[config.mk]
export PLATFORM = sky130hd
export DESIGN_NAME = core_ctrl_fsm_flat
export DESIGN_NICKNAME = d
export VERILOG_FILES = /design/src/rtl/core_ctrl_fsm_if.sv /design/src/rtl/core_ctrl_fsm.sv /design/src/flat_wrapper.sv
export SDC_FILE = /design/constraint.sdc
export NUM_CORES = 1
export LEC_CHECK = 0
export ABC_CLOCK_PERIOD_IN_PS = 4100
export BUFFER_PORTS_ARGS = -buffer_cell sky130_fd_sc_hd__buf_4
export CAP_MARGIN = 40
export CORE_MARGIN = 4
export CORE_UTILIZATION = 35
export DETAILED_ROUTE_END_ITERATION = 7
export PLACE_DENSITY = 0.55
export REMOVE_ABC_BUFFERS = 1
export SYNTH_ARGS = -nofsm -noshare
export SYNTH_HDL_FRONTEND = slang
export SYNTH_SLANG_ARGS = --single-unit
[constraint.sdc]
create_clock -name clk -period 4.1 [get_ports clk]
set_input_delay 0.205 -clock clk [delete_from_list [all_inputs] [get_ports clk]]
set_output_delay 0.205 -clock clk [all_outputs]
set_load 0.1 [all_outputs]
[src/rtl/core_ctrl_fsm_if.sv]
// Purpose: groups the fetch handshake, decoder results and sequencer outputs of core_ctrl_fsm.
// Ports  : master = sequencer side (drives fetch request, IR, PC, strobes, status);
//          slave  = memory/decoder/execute side (drives ack, fetched word, decode results, stall).
interface core_ctrl_fsm_if;
  // instruction fetch handshake
  logic        imem_req;
  logic [31:0] imem_addr;
  logic        imem_ack;
  logic [31:0] imem_rdata;
  // instruction register and decoder results
  logic [31:0] ir;
  logic        ig_ex;
  logic        write_rd;
  logic        br_en;
  logic        link;
  logic [23:0] br_offset24;
  logic        br_reg;
  logic [31:0] rm_data;
  // execute handshake
  logic        ex_stall;
  // sequencer status and strobes
  logic [31:0] pc;
  logic        rf_we;
  logic        lr_we;
  logic [31:0] lr_data;
  logic [2:0]  state;
  logic        fetch_err;
  logic [31:0] instr_cnt;

  modport master (
    output imem_req, imem_addr, ir, pc, rf_we, lr_we, lr_data, state, fetch_err, instr_cnt,
    input  imem_ack, imem_rdata, ig_ex, write_rd, br_en, link, br_offset24, br_reg,
           rm_data, ex_stall
  );

  modport slave (
    input  imem_req, imem_addr, ir, pc, rf_we, lr_we, lr_data, state, fetch_err, instr_cnt,
    output imem_ack, imem_rdata, ig_ex, write_rd, br_en, link, br_offset24, br_reg,
           rm_data, ex_stall
  );
endinterface

[src/rtl/core_ctrl_fsm.sv]
// Purpose: multi-cycle fetch/decode/execute/writeback sequencer; owns PC, IR, branch target,
//          register-file write strobes, retired-instruction count and fetch-timeout halt.
// Ports  : clk, rst (async active-low); bus = core_ctrl_fsm_if.master (fetch handshake,
//          decoder results, execute stall, PC/IR/strobes/status outputs).
// Timing : 4 cycles per executed instruction, 2 per skipped one with zero-wait memory;
//          FETCH waits on imem_ack, EXECUTE waits on ex_stall; all outputs registered.
module core_ctrl_fsm #(
  parameter logic [31:0] RESET_PC      = 32'h0000_0000,
  parameter int          FETCH_TIMEOUT = 16
) (
  input  logic           clk,
  input  logic           rst,
  core_ctrl_fsm_if.master bus
);

  typedef enum logic [2:0] {
    S_RESET     = 3'd0,
    S_FETCH     = 3'd1,
    S_DECODE    = 3'd2,
    S_EXECUTE   = 3'd3,
    S_WRITEBACK = 3'd4,
    S_HALT      = 3'd5
  } state_e;

  // Counter value seen during the last permitted FETCH cycle (counter starts at 0).
  localparam logic [7:0] TMO_LAST = 8'(FETCH_TIMEOUT - 1);

  state_e      state_q;
  logic [31:0] pc_q;
  logic [31:0] ir_q;
  logic [31:0] cnt_q;
  logic [31:0] lr_data_q;
  logic [31:0] tgt_q;
  logic [7:0]  tmo_q;
  logic        imem_req_q;
  logic        rf_we_q;
  logic        lr_we_q;
  logic        fetch_err_q;
  // decoder results captured in DECODE
  logic        write_rd_q;
  logic        br_en_q;
  logic        link_q;
  logic        br_reg_q;

  logic [31:0] pc_plus4_d;
  logic [31:0] rel_tgt_d;
  logic [31:0] next_pc_d;

  always_comb begin
    pc_plus4_d = pc_q + 32'd4;
    // Relative branch is based on pc+8 with a word-scaled, sign-extended offset.
    rel_tgt_d  = pc_q + 32'd8 + {{6{bus.br_offset24[23]}}, bus.br_offset24, 2'b00};
    next_pc_d  = br_en_q ? tgt_q : pc_plus4_d;
  end

  always_ff @(posedge clk or negedge rst) begin
    if (!rst) begin
      state_q     <= S_RESET;
      pc_q        <= RESET_PC;
      ir_q        <= '0;
      cnt_q       <= '0;
      lr_data_q   <= RESET_PC + 32'd4;
      tgt_q       <= '0;
      tmo_q       <= '0;
      imem_req_q  <= 1'b0;
      rf_we_q     <= 1'b0;
      lr_we_q     <= 1'b0;
      fetch_err_q <= 1'b0;
      write_rd_q  <= 1'b0;
      br_en_q     <= 1'b0;
      link_q      <= 1'b0;
      br_reg_q    <= 1'b0;
    end else begin
      // Write strobes are single-cycle: only the EXECUTE->WRITEBACK edge raises them.
      rf_we_q <= 1'b0;
      lr_we_q <= 1'b0;
      case (state_q)
        S_RESET: begin
          state_q    <= S_FETCH;
          imem_req_q <= 1'b1;
          tmo_q      <= '0;
        end
        S_FETCH: begin
          if (bus.imem_ack) begin
            ir_q       <= bus.imem_rdata;
            imem_req_q <= 1'b0;
            state_q    <= S_DECODE;
          end else if (tmo_q == TMO_LAST) begin
            imem_req_q  <= 1'b0;
            fetch_err_q <= 1'b1;
            state_q     <= S_HALT;
          end else begin
            tmo_q <= tmo_q + 8'd1;
          end
        end
        S_DECODE: begin
          if (bus.ig_ex) begin
            // Skipped instruction retires straight from DECODE.
            pc_q       <= pc_plus4_d;
            lr_data_q  <= pc_plus4_d + 32'd4;
            cnt_q      <= cnt_q + 32'd1;
            imem_req_q <= 1'b1;
            tmo_q      <= '0;
            state_q    <= S_FETCH;
          end else begin
            write_rd_q <= bus.write_rd;
            br_en_q    <= bus.br_en;
            link_q     <= bus.link;
            br_reg_q   <= bus.br_reg;
            tgt_q      <= rel_tgt_d;
            state_q    <= S_EXECUTE;
          end
        end
        S_EXECUTE: begin
          if (!bus.ex_stall) begin
            // Register-target branch uses the operand from the final EXECUTE cycle.
            if (br_reg_q) begin
              tgt_q <= bus.rm_data & 32'hFFFF_FFFE;
            end
            rf_we_q <= write_rd_q;
            lr_we_q <= br_en_q & link_q;
            state_q <= S_WRITEBACK;
          end
        end
        S_WRITEBACK: begin
          pc_q       <= next_pc_d;
          lr_data_q  <= next_pc_d + 32'd4;
          cnt_q      <= cnt_q + 32'd1;
          imem_req_q <= 1'b1;
          tmo_q      <= '0;
          state_q    <= S_FETCH;
        end
        S_HALT: begin
          state_q <= S_HALT;
        end
        default: begin
          imem_req_q <= 1'b0;
          state_q    <= S_RESET;
        end
      endcase
    end
  end

  assign bus.imem_req  = imem_req_q;
  assign bus.imem_addr = pc_q;
  assign bus.ir        = ir_q;
  assign bus.pc        = pc_q;
  assign bus.rf_we     = rf_we_q;
  assign bus.lr_we     = lr_we_q;
  assign bus.lr_data   = lr_data_q;
  assign bus.state     = state_q;
  assign bus.fetch_err = fetch_err_q;
  assign bus.instr_cnt = cnt_q;

endmodule

[src/flat_wrapper.sv]
// flat-port wrapper written by rule: the top's interface ports become plain ports
module core_ctrl_fsm_flat 
#(
  parameter logic [31:0] RESET_PC      = 32'h0000_0000,
  parameter int          FETCH_TIMEOUT = 16
)
  (clk, rst, bus_imem_req, bus_imem_addr, bus_ir, bus_pc, bus_rf_we, bus_lr_we, bus_lr_data, bus_state, bus_fetch_err, bus_instr_cnt, bus_imem_ack, bus_imem_rdata, bus_ig_ex, bus_write_rd, bus_br_en, bus_link, bus_br_offset24, bus_br_reg, bus_rm_data, bus_ex_stall);
  core_ctrl_fsm_if bus_i ();
  input  logic clk;
  input  logic rst;
  output wire logic [$bits(bus_i.imem_req)-1:0] bus_imem_req;
  output wire logic [$bits(bus_i.imem_addr)-1:0] bus_imem_addr;
  output wire logic [$bits(bus_i.ir)-1:0] bus_ir;
  output wire logic [$bits(bus_i.pc)-1:0] bus_pc;
  output wire logic [$bits(bus_i.rf_we)-1:0] bus_rf_we;
  output wire logic [$bits(bus_i.lr_we)-1:0] bus_lr_we;
  output wire logic [$bits(bus_i.lr_data)-1:0] bus_lr_data;
  output wire logic [$bits(bus_i.state)-1:0] bus_state;
  output wire logic [$bits(bus_i.fetch_err)-1:0] bus_fetch_err;
  output wire logic [$bits(bus_i.instr_cnt)-1:0] bus_instr_cnt;
  input wire logic [$bits(bus_i.imem_ack)-1:0] bus_imem_ack;
  input wire logic [$bits(bus_i.imem_rdata)-1:0] bus_imem_rdata;
  input wire logic [$bits(bus_i.ig_ex)-1:0] bus_ig_ex;
  input wire logic [$bits(bus_i.write_rd)-1:0] bus_write_rd;
  input wire logic [$bits(bus_i.br_en)-1:0] bus_br_en;
  input wire logic [$bits(bus_i.link)-1:0] bus_link;
  input wire logic [$bits(bus_i.br_offset24)-1:0] bus_br_offset24;
  input wire logic [$bits(bus_i.br_reg)-1:0] bus_br_reg;
  input wire logic [$bits(bus_i.rm_data)-1:0] bus_rm_data;
  input wire logic [$bits(bus_i.ex_stall)-1:0] bus_ex_stall;
  assign bus_imem_req = bus_i.imem_req;
  assign bus_imem_addr = bus_i.imem_addr;
  assign bus_ir = bus_i.ir;
  assign bus_pc = bus_i.pc;
  assign bus_rf_we = bus_i.rf_we;
  assign bus_lr_we = bus_i.lr_we;
  assign bus_lr_data = bus_i.lr_data;
  assign bus_state = bus_i.state;
  assign bus_fetch_err = bus_i.fetch_err;
  assign bus_instr_cnt = bus_i.instr_cnt;
  assign bus_i.imem_ack = bus_imem_ack;
  assign bus_i.imem_rdata = bus_imem_rdata;
  assign bus_i.ig_ex = bus_ig_ex;
  assign bus_i.write_rd = bus_write_rd;
  assign bus_i.br_en = bus_br_en;
  assign bus_i.link = bus_link;
  assign bus_i.br_offset24 = bus_br_offset24;
  assign bus_i.br_reg = bus_br_reg;
  assign bus_i.rm_data = bus_rm_data;
  assign bus_i.ex_stall = bus_ex_stall;
  core_ctrl_fsm #(.RESET_PC(RESET_PC), .FETCH_TIMEOUT(FETCH_TIMEOUT)) u_core (.clk(clk), .rst(rst), .bus(bus_i));
endmodule
==> run_results.csv, run 1 <==
group,metric,value,unit
floorplan,row_count,64,
drt,drc,0,
worst_setup_path,worstSetupPathType,"reg2reg",
worst_setup_path,rr_startpoint,"u_core.bus.imem_addr[3]$_DFFE_PN0P_",
placed_design,portBuffers,262,
worst_setup_path,startpoint,"u_core.bus.imem_addr[3]$_DFFE_PN0P_",
floorplan,io_pins,264,
sta,slew_violations,0,
floorplan,design.die.area,0.03407,mm2
finish,final_area,0.01422,mm2
sta,setup_ws,0.3421,ns
synthesis,ys_types,84,
worst_setup_path,path_buf_inv,3,
sta,finalCritPeriodShare,91.66,%
sta,slew_headroom,48.52,%
synthesis,synth-seq-cells,179,
global_routing,grt_pass1_vias,9076,
finish,drive_gt1_share,27.09,%
clock_tree,insertion_delay,0.44,ns
clock_tree,cts_root_buf,"clkbuf_16",
clock_tree,clock_path_buffers,2,
sta,final_hold_viol_count,0,
global_routing,grt_usage,18.30,%
worst_setup_path,critical_path_arrival,4.07,ns
sta,post-route-min-period,3.758,ns
sta,setup_tns,0,ns
synthesis,yosysSeqAreaShare,41.06,%
sta,whs,0.03502,ns
synthesis,synth-edff-count,0,
clock_tree,cts.sinks,179,
drt,viasPerCell,4.978,
drt,wl_per_cell,17.01,um
floorplan,die_x,184.6,um
finish,area_growth_syn_to_layout,30.31,%
drt,drtAntennaViolNets,0,
worst_setup_path,worstSetupStartpointType,"register",
clock_tree,postCtsSetupRepairBufs,0,
worst_setup_path,cp.required,4.42,ns
placed_design,placed_area,0.01328,mm2
floorplan,core,0.03067,mm2
sta,tightestPinTransition,0.7723,ns
global_routing,grt_max_degree,72,
synthesis,postSynthCellCount,1183,
clock_tree,tritoncts,"built",
synthesis,syn-mean-instance-area,9.225,um2
synthesis,yosysWarnings,0,
placed_design,preCtsSetupSlack,0.4279,ns
global_routing,grt_pass1_wl,49690,um
drt,drt_iter0_drc,586,
worst_setup_path,cp_top_family,"compound AO/OA/AOI/OAI gates",
placed_design,hpwl,23750,um
global_routing,grt_overflow_total,0,
worst_setup_path,crit_path_cell_trace,"inv_1 -> ha_1 -> inv_1 -> ha_1 -> fa_1 -> a211oi_1 -> o211a_1 -> nor3_1 -> a311o_1 -> o21ai_0 -> buf_4 -> nand3_1 -> a41oi_1 -> xnor2_1 -> o22ai_1",
worst_hold_path,hold_start,"bus_rm_data[1]",
worst_setup_path,path_max_fanout,4,
synthesis,synth_area,0.01091,mm2
finish,diodes,0,
clock_tree,cts_resized,0,
finish,fin_nets,1620,
placed_design,gp_congestion,0.8378,
sta,clock_skew,0.01273,ns
run,drv_cap,0,
synthesis,synth_ff_type,"dfrtp_1",
worst_hold_path,hold_path.class,"in2reg",
clock_tree,path_clk_slew,0.07,ns
sta,rsz0062_at_grt,"no",
sta,max_freq,266.1,MHz
drt,first_pass_iters,5,
worst_setup_path,cpPeakStageDelay,0.45,ns
synthesis,async_flop_share,100.0,%
drt,vias,9304,
floorplan,die_height,184.6,um
worst_setup_path,critPathSlowestCell,"fa_1",
drt,totalWireLength,31790,um
worst_setup_path,cp-end-kind,"register",
run_status,status,"finished clean",
global_routing,antenna_found_initial,0,
clock_tree,htree_levels,4,
clock_tree,cts_buffers,17,
sta,setup_viol,0,
floorplan,start_util,35.58,%
-- synthesized netlist by cell type (all sizes together) (7+ instances only) --
cell    count  area, um2
nor4       13      87.58
o21ai      99      495.5
dfrtp     178       4454
xor2       48      420.4
nor2       69      266.5
buf        42      297.8
ha         61      763.2
a31oi      16      100.1
and3       23      145.1
nand2     181      681.9
nand3      54      270.3
o21a        7      52.55
mux2i      10      100.1
mux2       37      416.7
xnor2      57      499.2
nand4      23      150.1
o22ai       7      43.79
clkbuf     38      172.7
nand2b     12      75.07
nor3       17      100.1
inv        23      86.33
a21oi      63      315.3
a21o       14      106.4
-- cell usage in the layout (no fill, tap or decap), types with 17 or more instances in the layout --
master and instances:
mux2_2 37, nand4_1 22, xor2_1 48, o21ai_0 93
clkbuf_16 17, a21oi_1 62, xnor2_1 57, dfrtp_1 178
nand3_1 54, nand2_1 180, nor2_1 68, dlygate4sd3_1 38
buf_4 298, and3_1 21, inv_1 23, ha_1 61
-- layout make-up --
cell class,count,area [um2]
fillers,2981,16450
multi-input cells,899,5874
flip-flops and latches,179,4481
repair buffers,341,2724
well taps,396,495.5
clock buffers,20,456.7
clock inverters,11,103.9
inverters,23,86.33
-- sequential cells by signal, indices dropped and copies added, names as in the netlist --
| signal | count |
|---|---|
| u_core.bus.imem_req | 1 |
| u_core.link_q | 1 |
| u_core.bus.rf_we | 1 |
| u_core.write_rd_q | 1 |
| u_core.br_reg_q | 1 |
| u_core.tmo_q | 8 |
| u_core.tgt_q | 32 |
| u_core.bus.ir | 32 |
| u_core.bus.instr_cnt | 32 |
| u_core.bus.lr_data | 32 |
| u_core.bus.lr_we | 1 |
| u_core.br_en_q | 1 |
| u_core.bus.fetch_err | 1 |
| u_core.bus.imem_addr | 32 |
| u_core.bus.state | 3 |
-- worst min-delay path, stage by stage --
cell and delay [ns]:
buf_4 0.11, nand2_1 0.05, a31oi_1 0.07
-- final timing paths --
| path | to | slack [ns] | cells past startpoint |
|---|---|---|---|
| worst max-delay path | u_core.tgt_q[31]$_DFFE_PN0P_ | 0.34 | 15 |
| worst min-delay path | u_core.tgt_q[1]$_DFFE_PN0P_ | 0.04 | 3 |
| worst max register to register | u_core.tgt_q[31]$_DFFE_PN0P_ | 0.34 | 15 |
| worst min register to register | u_core.bus.lr_data[2]$_DFFE_PN1P_ | 0.46 | 2 |
| max in group asynchronous | u_core.bus.imem_addr[0]$_DFFE_PN0P_ | 2.72 | 4 |
| min in group asynchronous | u_core.bus.imem_addr[5]$_DFFE_PN0P_ | 0.26 | 2 |
-- routing by layer --
metal	up-vias	wire [um]	GRT usage (%)
li1	4716	-	-
met1	4303	15340	26.65
met2	267	14510	28.69
met3	18	1649	3.039
met4	0	291	4.111
met5	-	0	0
-- metrics by stage --
stage	cells	util, %
floorplan	1101	-
global placement	1798	43.12
detailed placement	1800	43.30
CTS	1869	46.37
global route	1869	46.37
finish	1869	46.37
-- repair_timing --
action	CTS	global route
endpoints found under the setup margin	0	0
hold endpoints to repair	78	0
hold buffers	38	0
-- kinds of logic after synthesis --
family,share of synthesized area (%)
buffers and inverters,5.297
adder cells (fa/ha/maj),7.177
AO/OA/AOI/OAI,13.78
XOR/XNOR,8.427
multiplexers,4.735
flip-flops,41.06
AND/OR/NAND/NOR,19.53
Power of run 1 is left out: the tool's default activity adds up to more than one toggle a clock period on the data nets, which glitch-free logic cannot reach.
==> run 2, diff against run 1 <==
--- a/config.mk
+++ b/config.mk
@@ -5,7 +5,7 @@
 export SDC_FILE = /design/constraint.sdc
 export NUM_CORES = 1
 export LEC_CHECK = 0
-export ABC_CLOCK_PERIOD_IN_PS = 4100
+export ABC_CLOCK_PERIOD_IN_PS = 3610
 export BUFFER_PORTS_ARGS = -buffer_cell sky130_fd_sc_hd__buf_4
 export CAP_MARGIN = 40
 export CORE_MARGIN = 4
==> constraint.sdc (replaced) <==
create_clock -name clk -period 3.61 [get_ports clk]
set_input_delay 0.1805 -clock clk [delete_from_list [all_inputs] [get_ports clk]]
set_output_delay 0.1805 -clock clk [all_outputs]
set_load 0.1 [all_outputs]
==> run_results.csv, run 2 (synthesis results as in run 1) <==
group,metric,value,unit
global_routing,grt_pass1_wl,51200,um
drt,drc,0,
global_routing,grt_overflow_total,0,
finish,utilization,47.27,%
floorplan,io_pins,264,
clock_tree,insertion_delay,0.43,ns
sta,setup_tns,0,ns
worst_setup_path,worstSetupPathType,"reg2reg",
drt,drtAntennaViolNets,0,
sta,final_hold_viol_count,0,
sta,finalCritPeriodShare,94.95,%
global_routing,grtUsageMet1,26.80,%
global_routing,antenna_found_initial,0,
worst_setup_path,cp.required,3.93,ns
worst_hold_path,hold_path.class,"in2reg",
sta,post-route-min-period,3.428,ns
run_status,status,"finished clean",
worst_setup_path,critical_path_arrival,3.74,ns
clock_tree,cts_root_buf,"clkbuf_16",
drt,wl_per_cell,16.86,um
global_routing,grt_usage,18.83,%
global_routing,grtUsageMet3,2.901,%
sta,whs,0.01717,ns
floorplan,start_util,35.58,%
placed_design,hpwl,24160,um
floorplan,core,0.03067,mm2
finish,final_area,0.01450,mm2
drt,drt_iter0_drc,453,
clock_tree,path_clk_slew,0.07,ns
global_routing,busiest_layer,"met2",
floorplan,design.die.area,0.03407,mm2
sta,rsz0062_at_grt,"no",
sta,max_freq,291.7,MHz
finish,fin_nets,1649,
placed_design,gp_congestion,0.8463,
finish,diodes,0,
sta,setup_viol,0,
drt,first_pass_iters,5,
drt,viasPerCell,5.020,
finish,final_common_cell,"buf_4",
placed_design,placed_area,0.01340,mm2
clock_tree,clock_path_buffers,2,
sta,tightestPinTransition,0.8147,ns
worst_setup_path,worstSetupStartpointType,"register",
drt,vias,9533,
floorplan,die_x,184.6,um
sta,slew_headroom,45.69,%
finish,layout_common_cells,"buf_4 (318), nand2_1 (180), dfrtp_1 (178)",
global_routing,grt_pass1_vias,9556,
sta,clock_skew,0.01056,ns
worst_setup_path,cp-end-kind,"register",
global_routing,use_met2,30.55,%
placed_design,portBuffers,262,
clock_tree,cts.sinks,179,
finish,fillCellCount,2926,
finish,seqCellArea,0.004481,mm2
sta,slew_violations,0,
clock_tree,cts_buffers,17,
run,drv_cap,0,
clock_tree,tritoncts,"built",
global_routing,grt_max_degree,83,
floorplan,die_height,184.6,um
worst_setup_path,path_max_fanout,4,
floorplan,row_count,64,
drt,totalWireLength,32020,um
finish,drive_gt1_share,28.21,%
finish,area_growth_syn_to_layout,32.85,%
finish,multi_input_area,0.005903,mm2
clock_tree,htree_levels,4,
==> run 2: critical path, stage by stage, from the launching register on <==
cell and delay, ns:
dfrtp_1 0.34, inv_1 0.05, ha_1 0.26, inv_1 0.04, ha_1 0.25, fa_2 0.40, a211oi_2 0.21, buf_4 0.15
o211a_1 0.18, nor3_1 0.06, a311o_1 0.36, o21ai_0 0.22, buf_4 0.17, nand3_1 0.14, a41oi_2 0.25, xnor2_1 0.14
o22ai_1 0.08
==> run 2: timing repair <==
action                                 CTS  global route
endpoints found under the hold margin  127             0
setup endpoints to repair                0             5
setup buffers                            0             0
hold buffers                            48             0
gates resized for setup                  0             5
==> run 2: path summary, 6_finish.rpt <==
kind	from	endpoint	slack, ns	cells after the start
worst max-delay path	u_core.bus.imem_addr[3]$_DFFE_PN0P_	u_core.tgt_q[31]$_DFFE_PN0P_	0.18	16
worst min-delay path	bus_rm_data[3]	u_core.tgt_q[3]$_DFFE_PN0P_	0.02	3
worst max register to register	u_core.bus.imem_addr[3]$_DFFE_PN0P_	u_core.tgt_q[31]$_DFFE_PN0P_	0.18	16
worst min register to register	u_core.bus.lr_data[2]$_DFFE_PN1P_	u_core.bus.lr_data[2]$_DFFE_PN1P_	0.46	2
max in group asynchronous	rst	u_core.bus.instr_cnt[23]$_DFFE_PN0P_	2.17	3
min in group asynchronous	rst	u_core.tgt_q[8]$_DFFE_PN0P_	0.38	2
==> run 2: final cells by class <==
| type | count | area share [%] |
|---|---|---|
| Multi-Input combinational cell | 899 | 40.72 |
| Sequential cell | 179 | 30.91 |
| Timing Repair Buffer | 370 | 20.27 |
| Tap cell | 396 | 3.418 |
| Clock buffer | 19 | 3.055 |
| Clock inverter | 13 | 1.036 |
| Inverter | 23 | 0.5955 |
==> run 2: routing by layer <==
metal / vias to the layer above / wire length (um)
met3: 22 / 1675
met2: 255 / 14750
met4: 0 / 333
met5: - / 0
met1: 4483 / 15270
li1: 4773 / -
==> run 2: through the flow <==
| stage | setup slack [ns] | cells |
|---|---|---|
| floorplan | -1.048 | 1101 |
| global placement | -0.03356 | 1818 |
| detailed placement | 0.04100 | 1819 |
| CTS | 0.01610 | 1899 |
| global route | 0.001277 | 1899 |
| finish | 0.1823 | 1899 |
Power of run 2 is left out for the same reason.
==> run 3, diff against run 2 <==
--- a/config.mk
+++ b/config.mk
@@ -8,11 +8,14 @@
 export ABC_CLOCK_PERIOD_IN_PS = 3610
 export BUFFER_PORTS_ARGS = -buffer_cell sky130_fd_sc_hd__buf_4
 export CAP_MARGIN = 40
+export CELL_PAD_IN_SITES_DETAIL_PLACEMENT = 0
+export CELL_PAD_IN_SITES_GLOBAL_PLACEMENT = 1
 export CORE_MARGIN = 4
 export CORE_UTILIZATION = 35
 export DETAILED_ROUTE_END_ITERATION = 7
-export PLACE_DENSITY = 0.55
+export PLACE_DENSITY = 0.69
 export REMOVE_ABC_BUFFERS = 1
+export SKIP_CTS_REPAIR_TIMING = 1
 export SYNTH_ARGS = -nofsm -noshare
 export SYNTH_HDL_FRONTEND = slang
 export SYNTH_SLANG_ARGS = --single-unit
==> run_results.csv, run 3 (synthesis results as in run 1) <==
group,metric,value,unit
run_status,status,"finished, violations left",
run_status,violations,"hold timing",
floorplan,die_height,184.6,um
finish,final_common_cell,"buf_4",
drt,drtAntennaViolNets,0,
worst_setup_path,path_max_fanout,4,
floorplan,core,0.03067,mm2
worst_setup_path,worstSetupStartpointType,"register",
finish,final_area,0.01444,mm2
worst_setup_path,cp-end-kind,"register",
global_routing,grt_pass1_vias,9022,
sta,tightestPinTransition,0.9107,ns
worst_setup_path,cp.required,3.91,ns
run,drv_cap,0,
drt,wl_per_cell,17.09,um
drt,drt_iter0_drc,379,
clock_tree,tritoncts,"built",
sta,final_hold_viol_count,1,
clock_tree,cts.sinks,179,
global_routing,grt_pass1_wl,50070,um
clock_tree,insertion_delay,0.43,ns
worst_setup_path,crit_path_cell_trace,"inv_1 -> ha_1 -> inv_1 -> ha_1 -> fa_1 -> a211oi_2 -> o211a_1 -> nor3_1 -> a311o_1 -> o21ai_1 -> buf_4 -> nand3_1 -> a41oi_2 -> xnor2_1 -> o22ai_1",
drt,totalWireLength,32360,um
sta,rsz0062_at_grt,"no",
global_routing,grt_usage,18.48,%
floorplan,io_pins,264,
clock_tree,htree_levels,4,
sta,slew_violations,0,
floorplan,die_x,184.6,um
global_routing,grt_overflow_total,0,
worst_setup_path,critPathSlowestCell,"fa_1",
global_routing,grt_max_degree,77,
clock_tree,cts_root_buf,"clkbuf_16",
finish,diodes,0,
sta,post-route-min-period,3.371,ns
clock_tree,clock_path_buffers,2,
sta,max_freq,296.6,MHz
finish,layout_common_cells,"buf_4 (321), nand2_1 (180), dfrtp_1 (178)",
clock_tree,path_clk_slew,0.08,ns
sta,slew_headroom,38.77,%
finish,fillCellCount,2974,
worst_setup_path,critical_path_arrival,3.67,ns
placed_design,portBuffers,262,
floorplan,design.die.area,0.03407,mm2
drt,vias,9487,
worst_hold_path,hold_path.class,"in2reg",
sta,clock_skew,0.01431,ns
sta,whs,-0.001047,ns
placed_design,placed_area,0.01341,mm2
drt,viasPerCell,5.009,
drt,first_pass_iters,5,
drt,drc,0,
finish,area_growth_syn_to_layout,32.27,%
clock_tree,cts_buffers,17,
worst_setup_path,cpPeakStageDelay,0.44,ns
placed_design,gp_congestion,0.8292,
sta,finalCritPeriodShare,93.38,%
sta,setup_viol,0,
finish,drive_gt1_share,28.50,%
sta,setup_tns,0,ns
floorplan,row_count,64,
floorplan,start_util,35.58,%
placed_design,hpwl,24770,um
global_routing,antenna_found_initial,0,
worst_setup_path,worstSetupPathType,"reg2reg",
finish,fin_nets,1644,
==> run 3: worst paths after layout <==
kind                                                     start                           endpoint  slack (ns)  cells after the start
setup / recovery           u_core.bus.imem_addr[3]$_DFFE_PN0P_       u_core.tgt_q[31]$_DFFE_PN0P_        0.24                     15
max in group asynchronous                                  rst      u_core.bus.ir[27]$_DFFE_PN0P_        2.28                      3
min in group asynchronous                                  rst         u_core.bus.lr_we$_DFF_PN0_        0.39                      2
hold / removal                                  bus_rm_data[3]        u_core.tgt_q[3]$_DFFE_PN0P_      -0.001                      3
setup reg to reg           u_core.bus.imem_addr[3]$_DFFE_PN0P_       u_core.tgt_q[31]$_DFFE_PN0P_        0.24                     15
hold reg to reg              u_core.bus.lr_data[2]$_DFFE_PN1P_  u_core.bus.lr_data[2]$_DFFE_PN1P_        0.46                      2
==> run 3: critical path: cells and delay by family, from the launching register on <==
kind / cells / cell delay [ns]
AOI/OAI and AO/OA: 6 / 1.35
adders and majority gates: 3 / 0.94
DFF: 1 / 0.36
buffers and inverters: 3 / 0.25
and+or+nand+nor: 2 / 0.21
xor gates and xnor gates: 1 / 0.14
==> run 3: area by class of cell <==
| type | count | area [um2] | share of cell area [%] |
|---|---|---|---|
| clock inverters | 14 | 161.4 | 1.118 |
| inverters | 23 | 86.33 | 0.5981 |
| multi-input cells | 899 | 5896 | 40.84 |
| clock buffers | 18 | 439.2 | 3.042 |
| well taps | 396 | 495.5 | 3.432 |
| flip-flops and latches | 179 | 4481 | 31.04 |
| repair buffers | 365 | 2877 | 19.93 |
==> run 3: metal layers <==
metal / share of wire (%) / global-route usage [%] / vias up / routed length, um
met1: 49 / 26.96 / 4437 / 15740
li1: - / - / 4759 / -
met4: 1.4 / 4.614 / 0 / 468
met2: 45 / 29.07 / 267 / 14450
met5: 0 / 0 / - / 0
met3: 5.3 / 2.546 / 24 / 1703
==> run 3: stage by stage <==
stage          hold WS (ns)  utilization [%]  instances  setup slack (ns)
2_1_floorplan       -0.1151                -       1101            -1.048
3_3_place_gp         0.2796            43.67       1821           0.06780
3_5_place_dp         0.2804            43.72       1822           0.06319
4_1_cts             -0.1971            45.68       1854           0.03086
5_1_grt            0.007673            47.07       1894           0.01869
6_report          -0.001047            47.07       1894            0.2389
Power of run 3 is left out for the same reason.
